`src/rtl/csse232_project_3_bit_mux_pkg.sv`:
```
// Shared constants for the five-input word multiplexer: default width,
// select encodings and the legality helper used by the mux and its wrapper.
package csse232_project_3_bit_mux_pkg;

  localparam int DEF_WIDTH = 16;

  typedef enum logic [2:0] {
    SEL_A = 3'd0,
    SEL_B = 3'd1,
    SEL_C = 3'd2,
    SEL_D = 3'd3,
    SEL_E = 3'd4
  } sel_e;

  // Highest legal select code; anything above it routes zeros and flags an error.
  localparam logic [2:0] SEL_LAST = 3'd4;

  function automatic logic sel_is_legal(input logic [2:0] sel);
    return (sel <= SEL_LAST);
  endfunction

endpackage

```
`src/rtl/csse232_project_3_bit_mux_if.sv`:
```
// Bundles the five source words, the select and the mux results.
// master drives sources/select; slave is the mux side producing results.
interface csse232_project_3_bit_mux_if #(
  parameter int WIDTH = 16
);
  logic [WIDTH-1:0] a;
  logic [WIDTH-1:0] b;
  logic [WIDTH-1:0] c;
  logic [WIDTH-1:0] d;
  logic [WIDTH-1:0] e;
  logic [2:0]       sel;
  logic [WIDTH-1:0] out;
  logic [WIDTH-1:0] out_q;
  logic             sel_err;
  logic             sel_err_sticky;

  modport master (
    output a, b, c, d, e, sel,
    input  out, out_q, sel_err, sel_err_sticky
  );

  modport slave (
    input  a, b, c, d, e, sel,
    output out, out_q, sel_err, sel_err_sticky
  );
endinterface

```
`src/rtl/csse232_project_3_bit_mux_mux5_comb.sv`:
```
// Pure combinational 5:1 word select with illegal-select detection.
// Illegal codes (5..7) route all zeros so the shared bus never floats.
module csse232_project_3_bit_mux_mux5_comb
  import csse232_project_3_bit_mux_pkg::*;
#(
  parameter int WIDTH = DEF_WIDTH
) (
  input  logic [WIDTH-1:0] a,
  input  logic [WIDTH-1:0] b,
  input  logic [WIDTH-1:0] c,
  input  logic [WIDTH-1:0] d,
  input  logic [WIDTH-1:0] e,
  input  logic [2:0]       sel,
  output logic [WIDTH-1:0] out,
  output logic             sel_err
);

  // Select the addressed source; zeros and an error flag for unused codes.
  always_comb begin
    out     = '0;
    sel_err = ~sel_is_legal(sel);
    case (sel)
      SEL_A:   out = a;
      SEL_B:   out = b;
      SEL_C:   out = c;
      SEL_D:   out = d;
      SEL_E:   out = e;
      default: out = '0;
    endcase
  end

endmodule

```
`src/rtl/csse232_project_3_bit_mux.sv`:
```
// Accumulator-datapath source mux: combinational select for same-cycle use,
// plus a registered copy and a sticky illegal-select flag for clocked
// consumers and debug. Registers clear asynchronously on reset.
module csse232_project_3_bit_mux
  import csse232_project_3_bit_mux_pkg::*;
#(
  parameter int WIDTH = DEF_WIDTH
) (
  input  logic                          clk,
  input  logic                          reset,
  csse232_project_3_bit_mux_if.slave    bus
);

  logic [WIDTH-1:0] mux_out;
  logic             mux_err;
  logic [WIDTH-1:0] out_d;
  logic [WIDTH-1:0] out_q;
  logic             sticky_d;
  logic             sticky_q;

  csse232_project_3_bit_mux_mux5_comb #(
    .WIDTH (WIDTH)
  ) u_mux (
    .a       (bus.a),
    .b       (bus.b),
    .c       (bus.c),
    .d       (bus.d),
    .e       (bus.e),
    .sel     (bus.sel),
    .out     (mux_out),
    .sel_err (mux_err)
  );

  // Next-state: capture the selected word; accumulate any illegal select.
  always_comb begin
    out_d    = mux_out;
    sticky_d = sticky_q | mux_err;
  end

  // Output registers; reset clears them at once and wins over a clock edge.
  always_ff @(posedge clk or posedge reset) begin
    if (reset) begin
      out_q    <= '0;
      sticky_q <= 1'b0;
    end else begin
      out_q    <= out_d;
      sticky_q <= sticky_d;
    end
  end

  assign bus.out            = mux_out;
  assign bus.sel_err        = mux_err;
  assign bus.out_q          = out_q;
  assign bus.sel_err_sticky = sticky_q;

endmodule

```
`src/flat_wrapper.sv`:
```
// flat-port wrapper written by rule: the top's interface ports become plain ports
module csse232_project_3_bit_mux_flat import csse232_project_3_bit_mux_pkg::*;
#(
  parameter int WIDTH = DEF_WIDTH
)
  (clk, reset, bus_a, bus_b, bus_c, bus_d, bus_e, bus_sel, bus_out, bus_out_q, bus_sel_err, bus_sel_err_sticky);
  csse232_project_3_bit_mux_if #(.WIDTH(WIDTH)) bus_i ();
  input  logic clk;
  input  logic reset;
  input wire logic [$bits(bus_i.a)-1:0] bus_a;
  input wire logic [$bits(bus_i.b)-1:0] bus_b;
  input wire logic [$bits(bus_i.c)-1:0] bus_c;
  input wire logic [$bits(bus_i.d)-1:0] bus_d;
  input wire logic [$bits(bus_i.e)-1:0] bus_e;
  input wire logic [$bits(bus_i.sel)-1:0] bus_sel;
  output wire logic [$bits(bus_i.out)-1:0] bus_out;
  output wire logic [$bits(bus_i.out_q)-1:0] bus_out_q;
  output wire logic [$bits(bus_i.sel_err)-1:0] bus_sel_err;
  output wire logic [$bits(bus_i.sel_err_sticky)-1:0] bus_sel_err_sticky;
  assign bus_i.a = bus_a;
  assign bus_i.b = bus_b;
  assign bus_i.c = bus_c;
  assign bus_i.d = bus_d;
  assign bus_i.e = bus_e;
  assign bus_i.sel = bus_sel;
  assign bus_out = bus_i.out;
  assign bus_out_q = bus_i.out_q;
  assign bus_sel_err = bus_i.sel_err;
  assign bus_sel_err_sticky = bus_i.sel_err_sticky;
  csse232_project_3_bit_mux #(.WIDTH(WIDTH)) u_core (.clk(clk), .reset(reset), .bus(bus_i));
endmodule
```
`config.mk`:
```
export PLATFORM = sky130hd
export DESIGN_NAME = csse232_project_3_bit_mux_flat
export DESIGN_NICKNAME = d
export VERILOG_FILES = /design/src/rtl/csse232_project_3_bit_mux_pkg.sv /design/src/rtl/csse232_project_3_bit_mux_if.sv /design/src/rtl/csse232_project_3_bit_mux_mux5_comb.sv /design/src/rtl/csse232_project_3_bit_mux.sv /design/src/flat_wrapper.sv
export SDC_FILE = /design/constraint.sdc
export NUM_CORES = 1
export LEC_CHECK = 0
export ABC_AREA = 1
export CAP_MARGIN = 20
export CORE_ASPECT_RATIO = 2
export CORE_MARGIN = 8
export CORE_UTILIZATION = 33
export CTS_CLUSTER_DIAMETER = 50
export CTS_CLUSTER_SIZE = 25
export DETAILED_ROUTE_END_ITERATION = 16
export GPL_ROUTABILITY_DRIVEN = 0
export PLACE_DENSITY = 0.93
export SLEW_MARGIN = 0
export SYNTH_ARGS = -nofsm -noshare
export SYNTH_HDL_FRONTEND = slang
export SYNTH_SLANG_ARGS = --single-unit
```
`constraint.sdc`:
```
create_clock -name clk -period 1.51 [get_ports clk]
set_input_delay 0.151 -clock clk [delete_from_list [all_inputs] [get_ports clk]]
set_output_delay 0.151 -clock clk [all_outputs]
set_load 0.03 [all_outputs]
```
==> flow_metrics.py <==
metrics = {
    "status": {
        "status": "finished, final reports clean",
    },
    "synthesis": {
        "yosys.area_share.simple": 0.554,
        "syn_nets": 273,
        "synth_top_family_by_area": "simple AND/OR/NAND/NOR gates",
        "muxShareOfSynthArea": 0,
        "synth-compound-area-share": 0,
        "synthXorXnorAreaFrac": 0,
        "syn_inst": 188,
        "ys.warnings.count": 0,
        "ys_seq_area_frac": 0.325,
        "ys_seq_elements": 17,
        "yosysUniqueCellTypes": 14,
        "syn_area_per_cell_um2": 6.95,
        "syn_area_um2": 1310,
        "synthAdderAreaFrac": 0,
    },
    "power_and_ir_drop": {
        "totalPowerFinal_mw": 1.67,
        "leakagePower_nw": 1.31,
        "power_density_nw_per_um2": 622,
        "ir_drop_mv": 0.413,
    },
    "setup_path": {
        "r2r_start": "u_core.bus.sel_err_sticky$_DFF_PP0_",
        "cp.required_ns": 1.36,
        "slowest_stage": "dlygate4sd2_1",
        "reg2reg_to": "u_core.bus.sel_err_sticky$_DFF_PP0_",
        "r2r_setup_slack_ns": 0.81,
        "cp-end-kind": "output port",
        "path_cells": "dlygate4sd2_1 > buf_6 > nor2_8 > buf_12 > nand3_1 > nand2_1 > nor2_1 > nand2_1 > buf_4",
        "critPathLaunchType": "input port",
        "reg2regPathDepth": 1,
        "max_stage_delay_ns": 0.26,
        "critPathArrivalTime_ns": 1.31,
        "critical_path.most_common_cell": "nand2_1",
        "cp_max_fo": 18,
        "critical_path_class": "input port to output port",
    },
    "placement": {
        "numPortBuffers": 118,
        "dp_hpwl_um": 4780,
        "dp_slack_ns": -0.277,
    },
    "finish": {
        "drive_gt1_frac": 0.161,
        "final_util": 0.699,
        "fill_cells": 315,
        "area_growth_pct": 105,
        "finalNetCount": 403,
        "num_antenna_cells": 0,
    },
    "sta": {
        "worst_pin_slew_ns": 0.599,
        "slew_violations": 0,
        "post-route-min-period_ns": 1.46,
        "min_period_over_period": 0.965,
        "hold_viol": 0,
        "rsz0062_at_grt": "false",
        "timing.fmax_ghz": 0.686,
        "fin_ws_ns": 0.0523,
        "setup_viol": 0,
        "slew_headroom": 0.600,
        "finalClockSkew_ns": 0,
    },
    "clock_network": {
        "cts_tree": "yes",
        "cts_buffers": 3,
        "cts_buffer_depth": 2,
        "path_clk_slew_ns": 0.06,
        "ctsHoldBuffers": 0,
        "clock-sinks": 17,
        "htree_levels": 1,
        "insertion_delay_ns": 0.24,
        "root_buffer": "clkbuf_8",
    },
    "floorplan": {
        "rows": 32,
        "initial_core_util": 0.340,
        "die_w_um": 60.5,
        "dieArea_um2": 6350,
        "coreArea_um2": 3840,
        "fp.dieH_um": 105,
        "io_pins": 119,
    },
    "drt": {
        "firstDrtPassIters": 4,
        "wl_um": 5710,
        "via_per_inst": 4.89,
        "drt-wirelength-per-cell_um": 15.5,
        "vias": 1801,
        "ant_nets": 0,
        "drc_errors": 0,
        "drtIter0Drc": 63,
    },
    "global_route": {
        "grt_max_degree": 20,
        "grt_usage": 0.179,
        "grt_pass1_vias": 1923,
        "grt.overflow.total": 0,
        "antenna_found_initial": 0,
        "grt_pass1_wl_um": 8830,
    },
    "hold_path": {
        "hold_class": "input port to async pin",
    },
    "job": {
        "drv_cap": 0,
    },
}
-- state kept, by name, indices dropped and copies added, names as in the netlist --
name / cells
u_core.bus.out_q: 16
u_core.bus.sel_err_sticky: 1
-- area by class of cell --
type                            instances  area, um^2  share of cell area
Clock buffer                            4        45.0              0.0168
Inverter                                4        17.5             0.00652
Timing Repair Buffer                  140        1390               0.519
Sequential cell                        17         425               0.158
Multi-Input combinational cell        152         741               0.276
Tap cell                               51        63.8              0.0238
-- timing repair --
action	4_1_cts	5_1_grt
gates resized for setup	9	7
pin swaps	3	0
setup buffers	2	0
endpoints found under the hold margin	0	0
gates cloned	1	0
endpoints found under the setup margin	16	8
-- how the worst max path moves through the flow --
| stage | endpoint | cells past startpoint | slack (ns) | from |
|---|---|---|---|---|
| floorplan | bus_out[11] | 7 | 0.42 | bus_sel[1] |
| detailed placement | bus_out[14] | 7 | -0.28 | bus_sel[0] |
| finish | bus_out[4] | 9 | 0.05 | bus_sel[1] |
| global placement | bus_out[14] | 7 | -0.21 | bus_sel[0] |
| global route | bus_out[7] | 9 | 0.0004 | bus_sel[1] |
| CTS | bus_out[14] | 7 | 0.06 | bus_sel[0] |
-- cells in the final DEF (no fill, tap or decap), drive strengths merged --
cell / instances
dfrtp: 17
nand3: 47
clkdlybuf4s50: 98
nand4: 16
inv: 4
clkbuf: 5
or2: 1
buf: 39
dlygate4sd2: 2
nand2: 66
nor2: 22
-- cell usage after synthesis --
| cell type | instances | area share |
|---|---|---|
| buf_6 | 8 | 0.069 |
| nand2_1 | 65 | 0.19 |
| nor2_8 | 3 | 0.046 |
| inv_4 | 1 | 0.0048 |
| dfrtp_1 | 17 | 0.33 |
| or2_1 | 1 | 0.0048 |
| inv_1 | 3 | 0.0086 |
| nor2_1 | 18 | 0.052 |
| nand4_1 | 16 | 0.077 |
| clkbuf_4 | 1 | 0.0057 |
| nand2_4 | 1 | 0.0086 |
| nand3_1 | 47 | 0.18 |
| buf_2 | 4 | 0.015 |
| buf_4 | 3 | 0.017 |
-- critical path: cells and delay by family --
kind	cells	cell delay [ns]
buffers and inverters	4	0.71
AND/OR/NAND/NOR	5	0.43
-- power breakdown --
part,internal (mW),switching [mW],leakage [nW]
Clock,0.187,0.133,0.0228
Combinational,0.425,0.417,1.07
Sequential,0.497,0.0107,0.213
Total,1.11,0.561,1.31
-- logic make-up after synthesis --
group,Yosys count
AND/OR/NAND/NOR,151
buffers and inverters,20
flip-flops,17
-- per-layer routing --
metal  global-route usage  routed length (um)  vias up
met4               0.0958                 211        0
li1                     -                   -      893
met3               0.0405                 448       18
met1                0.165                1840      798
met2                0.333                3220       92
met5                    0                   0        -
-- through the flow --
step                      TNS (ns)  std cells  area [um^2]  hold slack [ns]
after floorplan                  0        188         1310           0.0771
after global placement       -3.54        361         2580            0.451
after detailed placement     -4.18        361         2580            0.453
after CTS                        0        368         2670            0.320
after global routing             0        368         2690            0.358
final                            0        368         2690            0.296
No activity file was read; power rests on OpenSTA's default activity.
